<file path="src/rtl/bram_burst_master_pkg.sv">
// Shared encodings for the block-RAM burst master and its response buffer.
package bram_burst_master_pkg;

    typedef enum logic [1:0] {
        CMD_READ     = 2'b00,
        CMD_WRITE    = 2'b01,
        CMD_EXCHANGE = 2'b10,
        CMD_RSVD     = 2'b11
    } cmd_e;

    typedef enum logic {
        IDLE  = 1'b0,
        BURST = 1'b1
    } state_e;

    localparam int RSP_DEPTH = 2;

    function automatic logic cmd_has_wdata(input cmd_e c);
        return (c == CMD_WRITE) || (c == CMD_EXCHANGE);
    endfunction

    function automatic logic cmd_has_rsp(input cmd_e c);
        return (c != CMD_WRITE);
    endfunction

endpackage

</file>
<file path="src/rtl/bram_rsp_fifo2.sv">
// Two-entry response FIFO (data + last tag) with occupancy output.
module bram_rsp_fifo2
    import bram_burst_master_pkg::*;
#(
    parameter int W = 16
) (
    input  logic         CLK,
    input  logic         RST_N,
    input  logic         push,
    input  logic [W-1:0] push_data,
    input  logic         push_last,
    input  logic         pop,
    output logic         valid,
    output logic [W-1:0] data,
    output logic         last,
    output logic [1:0]   count
);

    logic [W-1:0] mem_data [RSP_DEPTH];
    logic         mem_last [RSP_DEPTH];
    logic         wr_ptr;
    logic         rd_ptr;
    logic [1:0]   occ;
    logic         push_ok;
    logic         pop_ok;

    assign pop_ok  = pop & (occ != 2'd0);
    assign push_ok = push & ((occ != 2'(RSP_DEPTH)) | pop_ok);

    always_ff @(posedge CLK) begin
        if (!RST_N) begin
            for (int i = 0; i < RSP_DEPTH; i++) begin
                mem_data[i] <= '0;
                mem_last[i] <= 1'b0;
            end
            wr_ptr <= 1'b0;
            rd_ptr <= 1'b0;
            occ    <= 2'd0;
        end else begin
            if (push_ok) begin
                mem_data[wr_ptr] <= push_data;
                mem_last[wr_ptr] <= push_last;
                wr_ptr           <= ~wr_ptr;
            end
            if (pop_ok) begin
                rd_ptr <= ~rd_ptr;
            end
            occ <= occ + {1'b0, push_ok} - {1'b0, pop_ok};
        end
    end

    // Head is masked when empty so stale entries never leak onto rdata.
    assign valid = (occ != 2'd0);
    assign data  = valid ? mem_data[rd_ptr] : '0;
    assign last  = valid & mem_last[rd_ptr];
    assign count = occ;

endmodule

</file>
<file path="src/rtl/bram_burst_master.sv">
// Burst initiator for the single-port, byte-lane, read-first block RAM.
// state | meaning
// IDLE  | req_ready high, waiting for a command
// BURST | issuing beats until the beat with counter == len
module bram_burst_master
    import bram_burst_master_pkg::*;
#(
    parameter int ADDR_WIDTH = 9,
    parameter int DI_WIDTH   = 8,
    parameter int LEN_WIDTH  = 8
) (
    input  logic                    CLK,
    input  logic                    RST_N,
    input  logic                    req_valid,
    output logic                    req_ready,
    input  logic [1:0]              req_cmd,
    input  logic [ADDR_WIDTH-1:0]   req_addr,
    input  logic [LEN_WIDTH-1:0]    req_len,
    input  logic [1:0]              req_be,
    input  logic                    wdata_valid,
    output logic                    wdata_ready,
    input  logic [2*DI_WIDTH-1:0]   wdata,
    output logic                    rdata_valid,
    input  logic                    rdata_ready,
    output logic [2*DI_WIDTH-1:0]   rdata,
    output logic                    rdata_last,
    output logic [1:0]              ram_we,
    output logic [ADDR_WIDTH-1:0]   ram_addr,
    output logic [2*DI_WIDTH-1:0]   ram_di,
    input  logic [2*DI_WIDTH-1:0]   ram_do
);

    localparam int DW = 2 * DI_WIDTH;

    state_e                 state_q;
    state_e                 state_d;
    cmd_e                   cmd_q;
    logic [ADDR_WIDTH-1:0]  addr_q;
    logic [LEN_WIDTH-1:0]   len_q;
    logic [LEN_WIDTH-1:0]   cnt_q;
    logic [1:0]             be_q;
    logic                   inflight_q;
    logic                   inflight_last_q;

    logic [1:0]             rsp_count;
    logic                   pop;
    logic [2:0]             pending;
    logic                   credit;
    logic                   issue;
    logic                   last_beat;
    logic                   accept;

    assign pop       = rdata_valid & rdata_ready;
    assign pending   = {1'b0, rsp_count} + {2'b0, inflight_q} - {2'b0, pop};
    assign credit    = (pending < 3'(RSP_DEPTH));
    assign last_beat = (cnt_q == len_q);
    assign accept    = (state_q == IDLE) & req_valid;

    always_comb begin
        issue = 1'b0;
        if (state_q == BURST) begin
            case (cmd_q)
                CMD_WRITE:    issue = wdata_valid;
                CMD_EXCHANGE: issue = wdata_valid & credit;
                default:      issue = credit;
            endcase
        end
    end

    always_ff @(posedge CLK) begin
        if (!RST_N) begin
            state_q <= IDLE;
        end else begin
            state_q <= state_d;
        end
    end

    always_comb begin
        state_d = state_q;
        case (state_q)
            IDLE:    if (req_valid)          state_d = BURST;
            BURST:   if (issue && last_beat) state_d = IDLE;
            default:                         state_d = IDLE;
        endcase
    end

    always_comb begin
        req_ready   = (state_q == IDLE);
        wdata_ready = issue & cmd_has_wdata(cmd_q);
        ram_we      = (issue && cmd_has_wdata(cmd_q)) ? be_q : 2'b00;
        ram_addr    = addr_q;
        ram_di      = wdata;
    end

    // Reserved encoding is folded into READ at accept so the burst logic sees three commands.
    always_ff @(posedge CLK) begin
        if (!RST_N) begin
            cmd_q           <= CMD_READ;
            addr_q          <= '0;
            len_q           <= '0;
            cnt_q           <= '0;
            be_q            <= 2'b00;
            inflight_q      <= 1'b0;
            inflight_last_q <= 1'b0;
        end else begin
            if (accept) begin
                cmd_q  <= (cmd_e'(req_cmd) == CMD_RSVD) ? CMD_READ : cmd_e'(req_cmd);
                addr_q <= req_addr;
                len_q  <= req_len;
                be_q   <= req_be;
                cnt_q  <= '0;
            end else if (issue) begin
                addr_q <= addr_q + ADDR_WIDTH'(1);
                cnt_q  <= cnt_q + LEN_WIDTH'(1);
            end
            inflight_q      <= issue & cmd_has_rsp(cmd_q);
            inflight_last_q <= issue & last_beat;
        end
    end

    bram_rsp_fifo2 #(
        .W (DW)
    ) u_rsp_fifo (
        .CLK       (CLK),
        .RST_N     (RST_N),
        .push      (inflight_q),
        .push_data (ram_do),
        .push_last (inflight_last_q),
        .pop       (pop),
        .valid     (rdata_valid),
        .data      (rdata),
        .last      (rdata_last),
        .count     (rsp_count)
    );

endmodule

</file>
<file path="config.mk">
export PLATFORM = sky130hd
export DESIGN_NAME = bram_burst_master
export DESIGN_NICKNAME = d
export VERILOG_FILES = /design/src/rtl/bram_burst_master_pkg.sv /design/src/rtl/bram_rsp_fifo2.sv /design/src/rtl/bram_burst_master.sv
export SDC_FILE = /design/constraint.sdc
export NUM_CORES = 1
export LEC_CHECK = 0
export CAP_MARGIN = 20
export CORE_ASPECT_RATIO = 0.9
export CORE_MARGIN = 5
export CORE_UTILIZATION = 47
export DETAILED_ROUTE_END_ITERATION = 10
export PLACE_DENSITY = 0.8
export SLEW_MARGIN = 40
export SYNTH_ARGS = -nofsm -noshare
export SYNTH_HDL_FRONTEND = slang
export SYNTH_SLANG_ARGS = --single-unit
export TNS_END_PERCENT = 100
</file>
<file path="constraint.sdc">
create_clock -name CLK -period 3.95 [get_ports CLK]
set_input_delay 0.5925 -clock CLK [delete_from_list [all_inputs] [get_ports CLK]]
set_output_delay 0.5925 -clock CLK [all_outputs]
set_load 0.005 [all_outputs]
</file>
==> results of run 1 <==
stage by stage:
stage / hold slack, ns / util, % / worst slack (ns) / std cells / cell area (µm²)
after CTS: 0.469 / 61.8 / 0.0156 / 508 / 4390
after global placement: 0.431 / 58.6 / 0.114 / 492 / 4170
final: 0.463 / 62.1 / 0.248 / 509 / 4420
after global routing: 0.510 / 62.1 / 0.112 / 509 / 4420
after detailed placement: 0.459 / 58.7 / 0.0378 / 492 / 4170
after floorplan: 0.418 / - / 0.706 / 350 / 3440
critical path: stages:
cell and delay [ns]:
clkdlybuf4s50_1 0.47, nor2b_4 0.15, ha_1 0.23, inv_1 0.08
nand2_1 0.07, fa_1 0.37, xor2_1 0.17, o31a_1 0.31
nor2_2 0.15, clkdlybuf4s50_1 0.52
cell usage after synthesis, types with 8 or more instances:
cell      count
buf_4        16
nor2_1       25
mux2i_1      17
xor2_1       11
o21ai_0      20
nand2_1      39
inv_1        11
clkbuf_1     16
edfxtp_1     32
dfxtp_1      39
and2_1       41
a21boi_0     12
or3_1         8
timing repair:
action | CTS | global route
setup buffers | 0 | 1
gates resized for setup | 0 | 5
endpoints found under the setup margin | 0 | 2
power breakdown:
group	total [mW]	switching [mW]	internal (mW)
Clock	0.634	0.278	0.356
Combinational	0.670	0.318	0.352
Sequential	0.966	0.0981	0.868
worst min-delay path by stage:
stage / slack, ns / to
floorplan: 0.42 / u_rsp_fifo.mem_last[1]
global placement: 0.43 / u_rsp_fifo.mem_last[1]
detailed placement: 0.46 / u_rsp_fifo.mem_last[1]
CTS: 0.47 / u_rsp_fifo.mem_last[1]
global route: 0.51 / len_q[2]
finish: 0.46 / u_rsp_fifo.mem_last[1]
placed cells by master, fill, tap and decap left out, drive strengths merged, types with 12 or more instances in the layout:
cell type / n
nor2: 25
nand2: 39
a21boi: 12
mux2i: 17
edfxtp: 32
and2: 41
clkdlybuf4s50: 70
o21ai: 20
dfxtp: 39
layout make-up:
cell class / count / area (µm²) / area share, %
clock inverter: 7 / 97.6 / 2.21
inverter: 11 / 41.3 / 0.935
multi-input combinational: 235 / 1490 / 33.6
tap: 93 / 116 / 2.64
clock buffer: 9 / 124 / 2.81
timing repair buffer: 83 / 808 / 18.3
sequential: 71 / 1740 / 39.5
registers in the layout (all words and copies together) (netlist names), 2 cells and up, named ones only:
| name | count |
|---|---|
| cnt_q | 8 |
| be_q | 2 |
| u_rsp_fifo.mem_data | 32 |
| len_q | 8 |
| u_rsp_fifo.count | 2 |
| u_rsp_fifo.mem_last | 2 |
| cmd_q | 2 |
| ram_addr | 9 |
cell families (layout without fill, tap and decap cells):
logic type,Yosys count,after routing,synth area share (%)
AO/OA/AOI/OAI,54,54,9.74
XOR/XNOR,13,13,3.31
adder cells (fa/ha/maj),8,8,3.12
buffers and inverters,44,110,6.58
flip-flops,71,71,50.6
multiplexers,17,17,4.94
AND/OR/NAND/NOR,143,143,21.7
metal layers:
layer  up-vias  GRT usage (%)  part of all wire [%]
met5         -              0                     0
met4         0           6.17                   1.7
met3        13           4.90                   5.6
met2        65           26.9                    49
met1      1280           20.5                    43
li1       1316              -                     -
==> results.md, run 1 <==
- Status: finished, final reports clean
- Endpoints failing setup: 0
- DIE HEIGHT: ~91 µm
- Mean Syn Cell Area: 9.84 µm²
- Post-DRT Antenna Nets: 0
- ANT cells: 0
- Placer Congestion: roughly 0.77
- Slew margin rel.: about 47%
- WS Path Type: in2out
- Net count after synthesis: roughly 420
- First-pass GRT wire length: approximately 12,000 µm
- Max-cap viol count: 0
- Clock transition at path regs: 0.07 ns
- Number of global-route vias before repair: roughly 2.6k
- Clk sink count: ~70
- Hold Crit Start: inflight_last_q
- Port Buffer Count: just over 70
- Crit path capture: wdata_ready
- Final Critical Period: around 3.7 ns
- Die X: 100 µm
- Overall power: 2.27 mW
- # DRC: 0
- PD cells: a little over 500 mW/mm²
- Post-synth EDFFs: 32
- Gate Count Post-Synth: 350
- Reg2reg path depth: 12
- Clk Tree Root Cell: clkbuf_8
- Sequential fraction of the synthesis area: roughly half
- Flop2flop setup slack: 0.85 ns
- Fin. max-slew vios: 0
- I/O pins: between 100 and 150
- Top cell type's share of synthesized area: 27.9%
- RSZ-0062 raised after global routing: no
- RR Endpoint: ram_addr[7]
- Core area: around 0.0071 mm²
- Yosys cell types: 38
- Layout Nets: 477
- Worst vdd ir: around 0.33 mV
- CP arrival: slightly above 3 ns
- Cell count of the worst hold path: 2
- Initial Util: 48.4%
- DR pass1 iterations: 4
- R2R Path Start: u_rsp_fifo.count[1]
- Share of cells above drive strength 1: under 10%
- Netlist Area Pre-Place: approximately 0.0034 mm²
- P_leak: 1.68 nW
- Yosys Warn Count: 0
- Maximum clock path buffer count: 2
- Primary FF master, synth: dfxtp_1
- Cts hold-fix bufs: 0
- FF+latch count, synth: between 70 and 80
- Layout area overhead: 28.2%
- Post-detail-place hpwl: between 5000 and 6000 µm
- Largest net degree at the start of global routing: 37
- CTS tree: built
- Class of the worst hold path: reg2reg
- Period utilisation layout: a little over nine tenths
- Worst Path Required: 3.36 ns
- H-Tree Level Count: 3
- Largest area contributor in the netlist: edfxtp_1
- Gr ovfl total: 0
- Final count of hold timing violations: 0
- Achievable Freq: 270 MHz
- Worst Path Max Fanout: 3
- Drt via density: between 5 and 6
- GRT Util Overall: 16.4%
- Synth top area cells: edfxtp_1, dfxtp_1, and2_1
- Worst Skew: between 0.008 and 0.009 ns
- Setup TNS: 0 ns
- Routed WL: 7280 µm
- Die area: roughly 0.0091 mm²
- Crit. Startpoint: rdata_ready
- Ys async rst share: 0%
- Number of fill cells: roughly 610
- CTS Buf Count: 9
- Via count: between 2k and 3k
- Row count: 29
- CP Capture Type: output port
- Worst-Margin Slew: just under 0.8 ns
- CP startpoint kind: input port
- Routed len/inst: between 10 and 15 µm
- DRT iter0 DRCs: between 90 and 100
- Clk_lat worst skew: between 0.3 and 0.4 ns
- Initial antenna violation count: 0
Note: power is estimated with default switching activity, not from simulation.
==> run 2, diff against run 1 <==
==> constraint.sdc (replaced) <==
create_clock -name CLK -period 3.95 [get_ports CLK]
set_input_delay 0.79 -clock CLK [delete_from_list [all_inputs] [get_ports CLK]]
set_output_delay 0.79 -clock CLK [all_outputs]
set_load 0.005 [all_outputs]
==> run 2 against run 1 <==
- sequential share of layout area fell by 0.26 points
- critical path depth rose by 1
- core utilization rose by 0.40 points
- cell count rose by 0.20%
- critical path type unchanged
==> results.md, run 2 (synthesis results as in run 1) <==
- Status: finished, final reports clean
- Achievable Freq: 282 MHz
- Port Buffer Count: 72
- Via count: between 2k and 3k
- Setup TNS: 0 ns
- Fin. max-slew vios: 0
- Slew margin rel.: between 40% and 50%
- Clk sink count: 71
- CP arrival: 2.75 ns
- H-Tree Level Count: 3
- WP buf/inv: 3
- PD cells: roughly 540 mW/mm²
- CP delay by family, top: adder cells
- Number of fill cells: 623
- Row count: 29
- Final Critical Period: 3.54 ns
- Clk_lat worst skew: 0.34 ns
- CP Capture Type: output port
- Largest net degree at the start of global routing: 37
- Place WS: -0.388 ns
- Clk Tree Root Cell: clkbuf_8
- Initial antenna violation count: 0
- P_leak: around 1.7 nW
- I/O pins: roughly 110
- Largest stage delay, worst path: 0.49 ns
- # DRC: 0
- ANT cells: 0
- Reg2reg path depth: 12
- RSZ-0062 raised after global routing: no
- Worst-Margin Slew: 0.790 ns
- Initial Util: between 40% and 50%
- CP dominant cell by count: nand2_1
- CTS tree: built
- Placer Congestion: between 0.7 and 0.8
- Worst Path Max Fanout: 3
- WS Path Type: in2out
- Routed WL: approximately 7400 µm
- DIE HEIGHT: 91.2 µm
- Drt via density: just over 5
- Clock transition at path regs: about 0.08 ns
- Critical path depth in cells: 11
- Maximum clock path buffer count: 2
- WHS: approximately 0.46 ns
- Die area: about 0.0091 mm²
- Layout Nets: between 400 and 500
- CP startpoint kind: input port
- Worst Path Required: between 3 and 4 ns
- Max reg flops: 32
- First-pass GRT wire length: between 10,000 and 15,000 µm
- Cts hold-fix bufs: 0
- DRT iter0 DRCs: 147
- Cell count of the worst hold path: 2
- Final count of hold timing violations: 0
- CTS Buf Count: 9
- Share of cells above drive strength 1: between 8 and 9%
- Die X: around 100 µm
- Placed cell areas: between 0.004 and 0.005 mm²
- Max-cap viol count: 0
- Cells along the critical path: dlymetal6s2s_1 -> nor2b_4 -> ha_1 -> inv_2 -> nand2_1 -> fa_1 -> nand2_1 -> o31a_1 -> nor2_2 -> and2_4 -> clkbuf_2
- GRT Util Overall: between 15 and 20%
- Period utilisation layout: about nine tenths
- Overall power: about 2.4 mW
- Design Area, Final: 0.00444 mm²
- Most common cell after layout, fill and taps aside: clkdlybuf4s50_1
- Class of the worst hold path: reg2reg
- Footprint of the multi-input gates: ~0.0015 mm²
- Post-detail-place hpwl: 5150 µm
- Cell count after placement: 493
- Post-DRT Antenna Nets: 0
- Seq. cell area: around 0.0017 mm²
- Top reg by flops: u_rsp_fifo.mem_data
- Post-layout util: between 60% and 70%
- Routed len/inst: ~15 µm
- Worst vdd ir: 0.407 mV
- Most frequent cells in the layout: clkdlybuf4s50_1, nand2_1, and2_1
- Gr ovfl total: 0
- Endpoints failing setup: 0
- Critical path's slowest cell: fa_1
- Number of global-route vias before repair: about 2.5k
- DR pass1 iterations: 4
- Non-Filler Instances: between 500 and 600
- Worst Skew: approximately 0.0096 ns
- Worst setup margin: a little over 0.4 ns
- Core area: 0.00711 mm²
- Layout area overhead: 29.1%
-- run 2: changes by cell type in the layout (fill, tap and decap cells not counted), moves of 2 or more --
cell,before,now
clkbuf_2,0,2
clkdlybuf4s50_1,70,68
clkinvlp_4,2,0
inv_6,0,2
and2_1,41,39
and2_4,0,2
-- run 2: area by class of cell --
type / instances / area share (%)
Multi-Input combinational cell: 235 / 33.5
Tap cell: 93 / 2.62
Inverter: 11 / 0.929
Timing Repair Buffer: 84 / 18.0
Sequential cell: 71 / 39.2
Clock buffer: 9 / 2.79
Clock inverter: 7 / 2.87
-- run 2: final timing paths --
check | from | to | slack, ns
max | rdata_ready | ram_we[1] | 0.41
min reg2reg | inflight_last_q | u_rsp_fifo.mem_last[1] | 0.46
min | inflight_last_q | u_rsp_fifo.mem_last[1] | 0.46
max reg2reg | u_rsp_fifo.count[1] | ram_addr[7] | 0.88
-- run 2: timing repair --
| action | 4_1_cts | 5_1_grt |
|---|---|---|
| resized for setup | 6 | 8 |
| hold endpoints to repair | 0 | 0 |
| setup endpoints to repair | 3 | 3 |
| pin swaps | 2 | 3 |
| buffers inserted | 1 | 0 |
-- run 2: where the power goes --
group	leakage [nW]	internal (mW)	total (mW)	switching [mW]
combinational	0.911	0.359	0.683	0.324
sequential	0.651	0.868	0.966	0.0976
clock	0.126	0.430	0.731	0.301
total	1.69	1.66	2.38	0.722
-- run 2: worst reg2reg max path, delay by kind of cell, from the launching register on --
family                     cells  cell delay, ns
DFF                            1            0.37
adders and majority gates      2            0.77
and+or+nand+nor                5            0.98
AOI/OAI and AO/OA              2            0.49
buffers and inverters          3            0.40
-- run 2: routing by layer --
layer | vias up | routed length (µm) | global-route usage [%]
met4 | 0 | 133 | 6.85
li1 | 1320 | - | -
met2 | 58 | 3540 | 26.1
met3 | 15 | 315 | 3.60
met1 | 1258 | 3420 | 21.8
met5 | - | 0 | 0
